<file path="src/rtl/pdnn_ctrl_pkg.sv">
// rtl/pdnn_ctrl_pkg.sv - shared FSM encoding, status codes and cycle length for the PDNN controller
package pdnn_ctrl_pkg;

  localparam int CYC_LEN_DEF = 21;
  localparam int PHASE_W     = 5;

  typedef enum logic [2:0] {
    S_IDLE  = 3'd0,
    S_LOAD  = 3'd1,
    S_RUN   = 3'd2,
    S_CHECK = 3'd3,
    S_DONE  = 3'd4
  } state_t;

  typedef enum logic [1:0] {
    ST_NONE  = 2'b00,
    ST_CONV  = 2'b01,
    ST_LIMIT = 2'b10,
    ST_ABORT = 2'b11
  } status_t;

endpackage

</file>
<file path="src/rtl/pdnn_cycle_timer.sv">
// rtl/pdnn_cycle_timer.sv - phase counter 1..CYC_LEN with clear/enable and wrap flag
module pdnn_cycle_timer
  import pdnn_ctrl_pkg::*;
#(
  parameter int CYC_LEN = CYC_LEN_DEF
) (
  input  logic               i_clk,
  input  logic               i_reset,
  input  logic               i_clr,
  input  logic               i_en,
  output logic [PHASE_W-1:0] o_phase,
  output logic               o_wrap
);

  logic [PHASE_W-1:0] r_cnt;

  always_ff @(posedge i_clk) begin
    if (i_reset || i_clr) begin
      r_cnt <= '0;
    end else if (i_en) begin
      r_cnt <= (r_cnt == PHASE_W'(CYC_LEN)) ? '0 : r_cnt + 1'b1;
    end
  end

  assign o_phase = r_cnt;
  assign o_wrap  = (r_cnt == PHASE_W'(CYC_LEN));

endmodule

</file>
<file path="src/rtl/pdnn_iter_ctrl.sv">
// rtl/pdnn_iter_ctrl.sv - iteration scheduler for the LVI-PDNN QP solver network
module pdnn_iter_ctrl
  import pdnn_ctrl_pkg::*;
#(
  parameter int CYC_LEN     = CYC_LEN_DEF,
  parameter int ITER_W      = 16,
  parameter int ERR_W       = 16,
  parameter int CHK_TIMEOUT = 15
) (
  input  logic               i_clk,
  input  logic               i_reset,
  input  logic               i_start,
  input  logic               i_abort,
  input  logic [ITER_W-1:0]  i_cfg_max_iter,
  input  logic [ERR_W-1:0]   i_cfg_tol,
  input  logic [ERR_W-1:0]   i_err_in,
  input  logic               i_err_valid,
  output logic               o_load_init,
  output logic               o_net_en_n,
  output logic [PHASE_W-1:0] o_phase,
  output logic [ITER_W-1:0]  o_iter_cnt,
  output logic               o_busy,
  output logic               o_done,
  output logic [1:0]         o_status
);

  localparam int WAIT_W = $clog2(CHK_TIMEOUT + 1);

  state_t              r_state;
  status_t             r_status;
  logic [ITER_W-1:0]   r_max_iter;
  logic [ITER_W-1:0]   r_iter;
  logic [ERR_W-1:0]    r_tol;
  logic [WAIT_W-1:0]   r_wait;
  logic                r_load_init;
  logic                r_net_en_n;
  logic                r_busy;
  logic                r_done;

  logic [ITER_W-1:0]   w_limit;
  logic                w_conv;
  logic                w_at_limit;
  logic                w_active;
  logic                w_timeout;
  logic                w_fin;
  status_t             w_fin_st;
  logic                w_run_next;
  logic                w_wrap;
  logic [PHASE_W-1:0]  w_phase;

  // A zero limit still runs one full iteration before the limit check can fire.
  assign w_limit    = (r_max_iter == '0) ? ITER_W'(1) : r_max_iter;
  assign w_conv     = (i_err_in < r_tol);
  assign w_at_limit = (r_iter >= w_limit);
  assign w_active   = (r_state == S_LOAD) || (r_state == S_RUN) || (r_state == S_CHECK);
  assign w_timeout  = (r_wait == WAIT_W'(CHK_TIMEOUT - 1));

  always_comb begin
    w_fin    = 1'b0;
    w_fin_st = ST_NONE;
    if (w_active && i_abort) begin
      w_fin    = 1'b1;
      w_fin_st = ST_ABORT;
    end else if (r_state == S_CHECK) begin
      if (i_err_valid) begin
        if (w_conv) begin
          w_fin    = 1'b1;
          w_fin_st = ST_CONV;
        end else if (w_at_limit) begin
          w_fin    = 1'b1;
          w_fin_st = ST_LIMIT;
        end
      end else if (w_timeout) begin
        w_fin    = 1'b1;
        w_fin_st = ST_ABORT;
      end
    end
  end

  // The timer advances exactly on cycles whose successor is a RUN cycle.
  always_comb begin
    w_run_next = 1'b0;
    if (!i_reset && !w_fin) begin
      case (r_state)
        S_LOAD:  w_run_next = 1'b1;
        S_RUN:   w_run_next = !w_wrap;
        S_CHECK: w_run_next = i_err_valid;
        default: w_run_next = 1'b0;
      endcase
    end
  end

  pdnn_cycle_timer #(
    .CYC_LEN (CYC_LEN)
  ) u_timer (
    .i_clk   (i_clk),
    .i_reset (i_reset),
    .i_clr   (!w_run_next),
    .i_en    (w_run_next),
    .o_phase (w_phase),
    .o_wrap  (w_wrap)
  );

  always_ff @(posedge i_clk) begin
    if (i_reset) begin
      r_state     <= S_IDLE;
      r_status    <= ST_NONE;
      r_max_iter  <= '0;
      r_tol       <= '0;
      r_iter      <= '0;
      r_wait      <= '0;
      r_load_init <= 1'b0;
      r_net_en_n  <= 1'b1;
      r_busy      <= 1'b0;
      r_done      <= 1'b0;
    end else begin
      r_load_init <= 1'b0;
      r_done      <= 1'b0;
      if (w_fin) begin
        r_state    <= S_DONE;
        r_status   <= w_fin_st;
        r_busy     <= 1'b0;
        r_done     <= 1'b1;
        r_net_en_n <= 1'b1;
      end else begin
        case (r_state)
          S_IDLE: begin
            if (i_start) begin
              r_max_iter  <= i_cfg_max_iter;
              r_tol       <= i_cfg_tol;
              r_iter      <= '0;
              r_wait      <= '0;
              r_status    <= ST_NONE;
              r_busy      <= 1'b1;
              r_load_init <= 1'b1;
              r_state     <= S_LOAD;
            end
          end
          S_LOAD: begin
            r_net_en_n <= 1'b0;
            r_state    <= S_RUN;
          end
          S_RUN: begin
            if (w_wrap) begin
              r_iter     <= (&r_iter) ? r_iter : r_iter + 1'b1;
              r_wait     <= '0;
              r_net_en_n <= 1'b1;
              r_state    <= S_CHECK;
            end
          end
          S_CHECK: begin
            // Reaching here with err_valid means neither converged nor at limit.
            if (i_err_valid) begin
              r_wait     <= '0;
              r_net_en_n <= 1'b0;
              r_state    <= S_RUN;
            end else begin
              r_wait <= r_wait + 1'b1;
            end
          end
          S_DONE: begin
            r_state <= S_IDLE;
          end
          default: begin
            r_state <= S_IDLE;
          end
        endcase
      end
    end
  end

  assign o_load_init = r_load_init;
  assign o_net_en_n  = r_net_en_n;
  assign o_phase     = w_phase;
  assign o_iter_cnt  = r_iter;
  assign o_busy      = r_busy;
  assign o_done      = r_done;
  assign o_status    = r_status;

endmodule

</file>
<file path="config.mk">
export PLATFORM = sky130hd
export DESIGN_NAME = pdnn_iter_ctrl
export DESIGN_NICKNAME = d
export VERILOG_FILES = /design/src/rtl/pdnn_ctrl_pkg.sv /design/src/rtl/pdnn_cycle_timer.sv /design/src/rtl/pdnn_iter_ctrl.sv
export SDC_FILE = /design/constraint.sdc
export NUM_CORES = 1
export LEC_CHECK = 0
export CAP_MARGIN = 20
export CORE_MARGIN = 3
export CORE_UTILIZATION = 55
export CTS_CLUSTER_SIZE = 14
export DETAILED_ROUTE_END_ITERATION = 10
export PLACE_DENSITY = 0.86
export SLEW_MARGIN = 20
export SYNTH_ARGS = -nofsm -noshare
export SYNTH_HDL_FRONTEND = slang
export SYNTH_HIERARCHICAL = 1
export SYNTH_SLANG_ARGS = --single-unit
</file>
<file path="constraint.sdc">
create_clock -name i_clk -period 8.4 [get_ports i_clk]
set_input_delay 2.52 -clock i_clk [delete_from_list [all_inputs] [get_ports i_clk]]
set_output_delay 2.52 -clock i_clk [all_outputs]
set_load 0.02 [all_outputs]
</file>
==> flow_summary_export.csv <==
group,metric,value,unit
floorplanning,die_h,88.1,um
detailed_routing,via_count,3660,
timing,maxClockFrequency,0.169,GHz
cells_and_area,multi_input_comb_area,2150,sq um
clocking,cts.htree.levels,3,
clocking,sink_count,66,
cells_and_area,antenna-diode-count,0,
yosys,synthDominantCellAreaShare,35.6,%
timing,skew,0.00938,ns
timing,slew_violations,0,
place,placement.cell_area,4520,sq um
critical_path,cp.required,8.68,ns
status,outcome,"complete, no violations",
clocking,cts_buffer_depth,2,
timing,fin_tns_setup,0,ns
clocking,cts.repair.resized,0,
yosys,synthTopCellsByCount,"nand2_1 (93), dfxtp_1 (66), a21oi_1 (60), inv_1 (39), ha_1 (36)",
cells_and_area,layout_overhead_on_the_synthesized_area,26.7,%
timing,grt_setup_unrepaired,"false",
hold_path,hold_path_cells,2,
hold_path,type_of_the_worst_min_delay_path,"reg -> reg",
floorplanning,io_pins,80,
yosys,yosys.cell_types.count,55,
floorplanning,core_region_area,6460,sq um
timing,period_needed,5.92,ns
yosys,ys_seq_elements,66,
yosys,syn-cell-area,3710,sq um
cells_and_area,post-route-cell-area,4700,sq um
power_and_ir_drop,pwr_density_cell,161,nW/um^2
cells_and_area,num-nets-final,633,
global_route,first_global_vias,3539,
global_route,grt_antenna_before_repair,0,
power_and_ir_drop,vdd.ir_drop.worst,0.0961,mV
yosys,dominantRegCellSynth,"dfxtp_1",
run,max_cap_viol_count,0,
global_route,grt_start_max_net_pins,62,
yosys,synth-async-reset-ratio,0,%
detailed_routing,vias_per_cell,5.87,
floorplanning,fp.dieArea,7760,sq um
timing,max_slew_margin,40.4,%
place,preCtsSetupSlack,2.19,ns
critical_path,timing.critical_path.from_type,"input pin",
detailed_routing,average_detailed_routed_wire_length_per_instance,15.2,um
critical_path,cp.arrival,6.20,ns
critical_path,worst-path-max-fanout,9,
timing,final_min_period_over_clock_period,70.5,%
place,buffer_ports.inserted,79,
clocking,clock_latency,0.34,ns
clocking,ctsRootBufferMaster,"clkbuf_8",
yosys,post_synth_main_area_contributors,"dfxtp_1 (36%), ha_1 (12%), nand2_1 (9.4%), a21oi_1 (8.1%), inv_1 (3.9%)",
power_and_ir_drop,leakage_dissipation,1.77,nW
clocking,clk_transition_reported_paths,0.07,ns
critical_path,path_cells,"clkdlybuf4s50_1 > ha_1 > and4_1 > nand2_1 > or4_1 > a41oi_1 > nand3_1 > nor3_1 > nand4_1 > or3b_1 > a21oi_2",
global_route,grt.overflow.total,0,
cells_and_area,nFillCells,527,
timing,number_of_endpoints_with_negative_hold_slack_in_the_final_report,0,
place,dp_hpwl,6930,um
clocking,tritoncts,"done",
cells_and_area,layout-drive-gt1-share,4.94,%
detailed_routing,antenna_violating_nets_post_route,0,
detailed_routing,first_pass_iters,6,
yosys,syn_area_per_cell,7.87,sq um
cells_and_area,regArea,1320,sq um
critical_path,timing.reg2reg.worst_path_depth,10,
yosys,synth.most_common_cell,"nand2_1",
critical_path,setup.worst_path.end_class,"flip-flop",
timing,holdWs,0.458,ns
floorplanning,floorplan.initialDensity,57.4,%
floorplanning,die_w,88.1,um
detailed_routing,route.final.wire_length,9480,um
clocking,post-cts-setup-buffer-count,0,
critical_path,criticalPathCategory,"in -> reg",
floorplanning,placementRows,29,
detailed_routing,drt_first_iter_violations,172,
global_route,grt_pass1_wl,15800,um
timing,finalSetupViolCount,0,
yosys,synth-seq-area-share,35.6,%
clocking,post_cts_hold_buffer_count,0,
detailed_routing,drc,0,
critical_path,slowest_stage,"nor3_1",
global_route,grt_usage,25.6,%
yosys,syn_nets,560,
yosys,synth_warn,6,
yosys,yosysTopAreaCell,"dfxtp_1",
yosys,synthCells,471,
timing,worst_slack,2.48,ns
place,gpl.final_weighted_congestion,0.894,
timing,tightestPinTransition,0.886,ns
clocking,cts-buffers-inserted,9,
yosys,synth_edf_count,0,
critical_path,largest_incremental_delay_on_the_critical_path,0.71,ns
[layout by cell type (no fill, tap or decap), types with 3 or more instances in the layout]
cell type / netlist / routed
nand2_1: 93 / 93
clkdlybuf4s50_1: 0 / 78
dfxtp_1: 66 / 66
a21oi_1: 60 / 60
inv_1: 39 / 39
ha_1: 36 / 36
nor2_1: 17 / 17
o21ai_0: 15 / 15
nand3b_1: 12 / 12
nand3_1: 9 / 9
clkbuf_8: 0 / 9
nor3_1: 9 / 8
nand4_1: 8 / 8
nand2b_1: 8 / 8
and3_1: 7 / 7
nor4_1: 6 / 6
o21ai_1: 6 / 6
nor2b_1: 5 / 5
a41oi_1: 4 / 4
a32o_1: 4 / 4
mux2_2: 3 / 3
clkinv_2: 0 / 3
buf_4: 2 / 3
[power by group]
| part | internal (mW) | total (mW) | leakage, nW | switching [mW] |
|---|---|---|---|---|
| Clock | 0.132 | 0.250 | 0.0918 | 0.118 |
| Combinational | 0.0730 | 0.159 | 1.14 | 0.0861 |
| Sequential | 0.331 | 0.345 | 0.538 | 0.0141 |
[worst max-delay path: cells and delay by family]
kind / cells / cell delay (ns)
buffers and inverters: 1 / 0.41
AND/OR/NAND/NOR: 7 / 2.44
AO/OA/AOI/OAI: 2 / 0.51
adder cells (fa/ha/maj): 1 / 0.32
[state kept, by name, indices dropped and copies added (netlist names)]
name / cells
o_busy: 1
o_done: 1
o_iter_cnt: 16
o_load_init: 1
o_net_en_n: 1
o_status: 2
r_max_iter: 16
r_state: 3
r_tol: 16
r_wait: 4
u_timer/o_phase: 5
[final timing paths]
| check | start | to | slack (ns) |
|---|---|---|---|
| max | i_err_in[11] | u_timer/o_phase[3]$_SDFFE_PP0P_ | 2.48 |
| min | r_tol[1]$_SDFFE_PP0P_ | r_tol[1]$_SDFFE_PP0P_ | 0.46 |
| max reg2reg | o_iter_cnt[13]$_SDFFE_PP0P_ | u_timer/o_phase[3]$_SDFFE_PP0P_ | 4.64 |
| min reg2reg | r_tol[1]$_SDFFE_PP0P_ | r_tol[1]$_SDFFE_PP0P_ | 0.46 |
[metal layers]
layer / part of all wire [%] / wire, um / GRT usage, % / vias to the layer above
li1: - / - / - / 1804
met4: 1.0 / 97 / 10.3 / 0
met1: 43 / 4110 / 32.9 / 1699
met3: 6.8 / 648 / 6.11 / 10
met2: 49 / 4620 / 41.6 / 147
met5: 0 / 0 / 0 / -
[cell families after synthesis]
| kind of cell | after synthesis | share of synthesized area (%) |
|---|---|---|
| mux | 3 | 0.911 |
| fa+ha+maj | 36 | 12.1 |
| buf+inv | 59 | 6.45 |
| flops | 66 | 35.6 |
| simple gates | 190 | 25.3 |
| compound gates | 117 | 19.5 |
[through the flow]
stage / cells / util (%) / power (mW)
floorplan: 471 / - / 0.450
global placement: 610 / 70.1 / 0.502
detailed placement: 610 / 70.1 / 0.510
CTS: 624 / 72.7 / 0.757
global route: 624 / 72.7 / 0.793
finish: 624 / 72.7 / 0.755
[layout make-up]
cell class                      instances  area share (%)
Sequential cell                        66            28.1
Timing Repair Buffer                   82            17.2
Tap cell                               77            2.05
Clock inverter                          4           0.959
Multi-Input combinational cell        346            45.8
Inverter                               39            3.12
Clock buffer                           10            2.72
(Power assumes the default switching activity.)
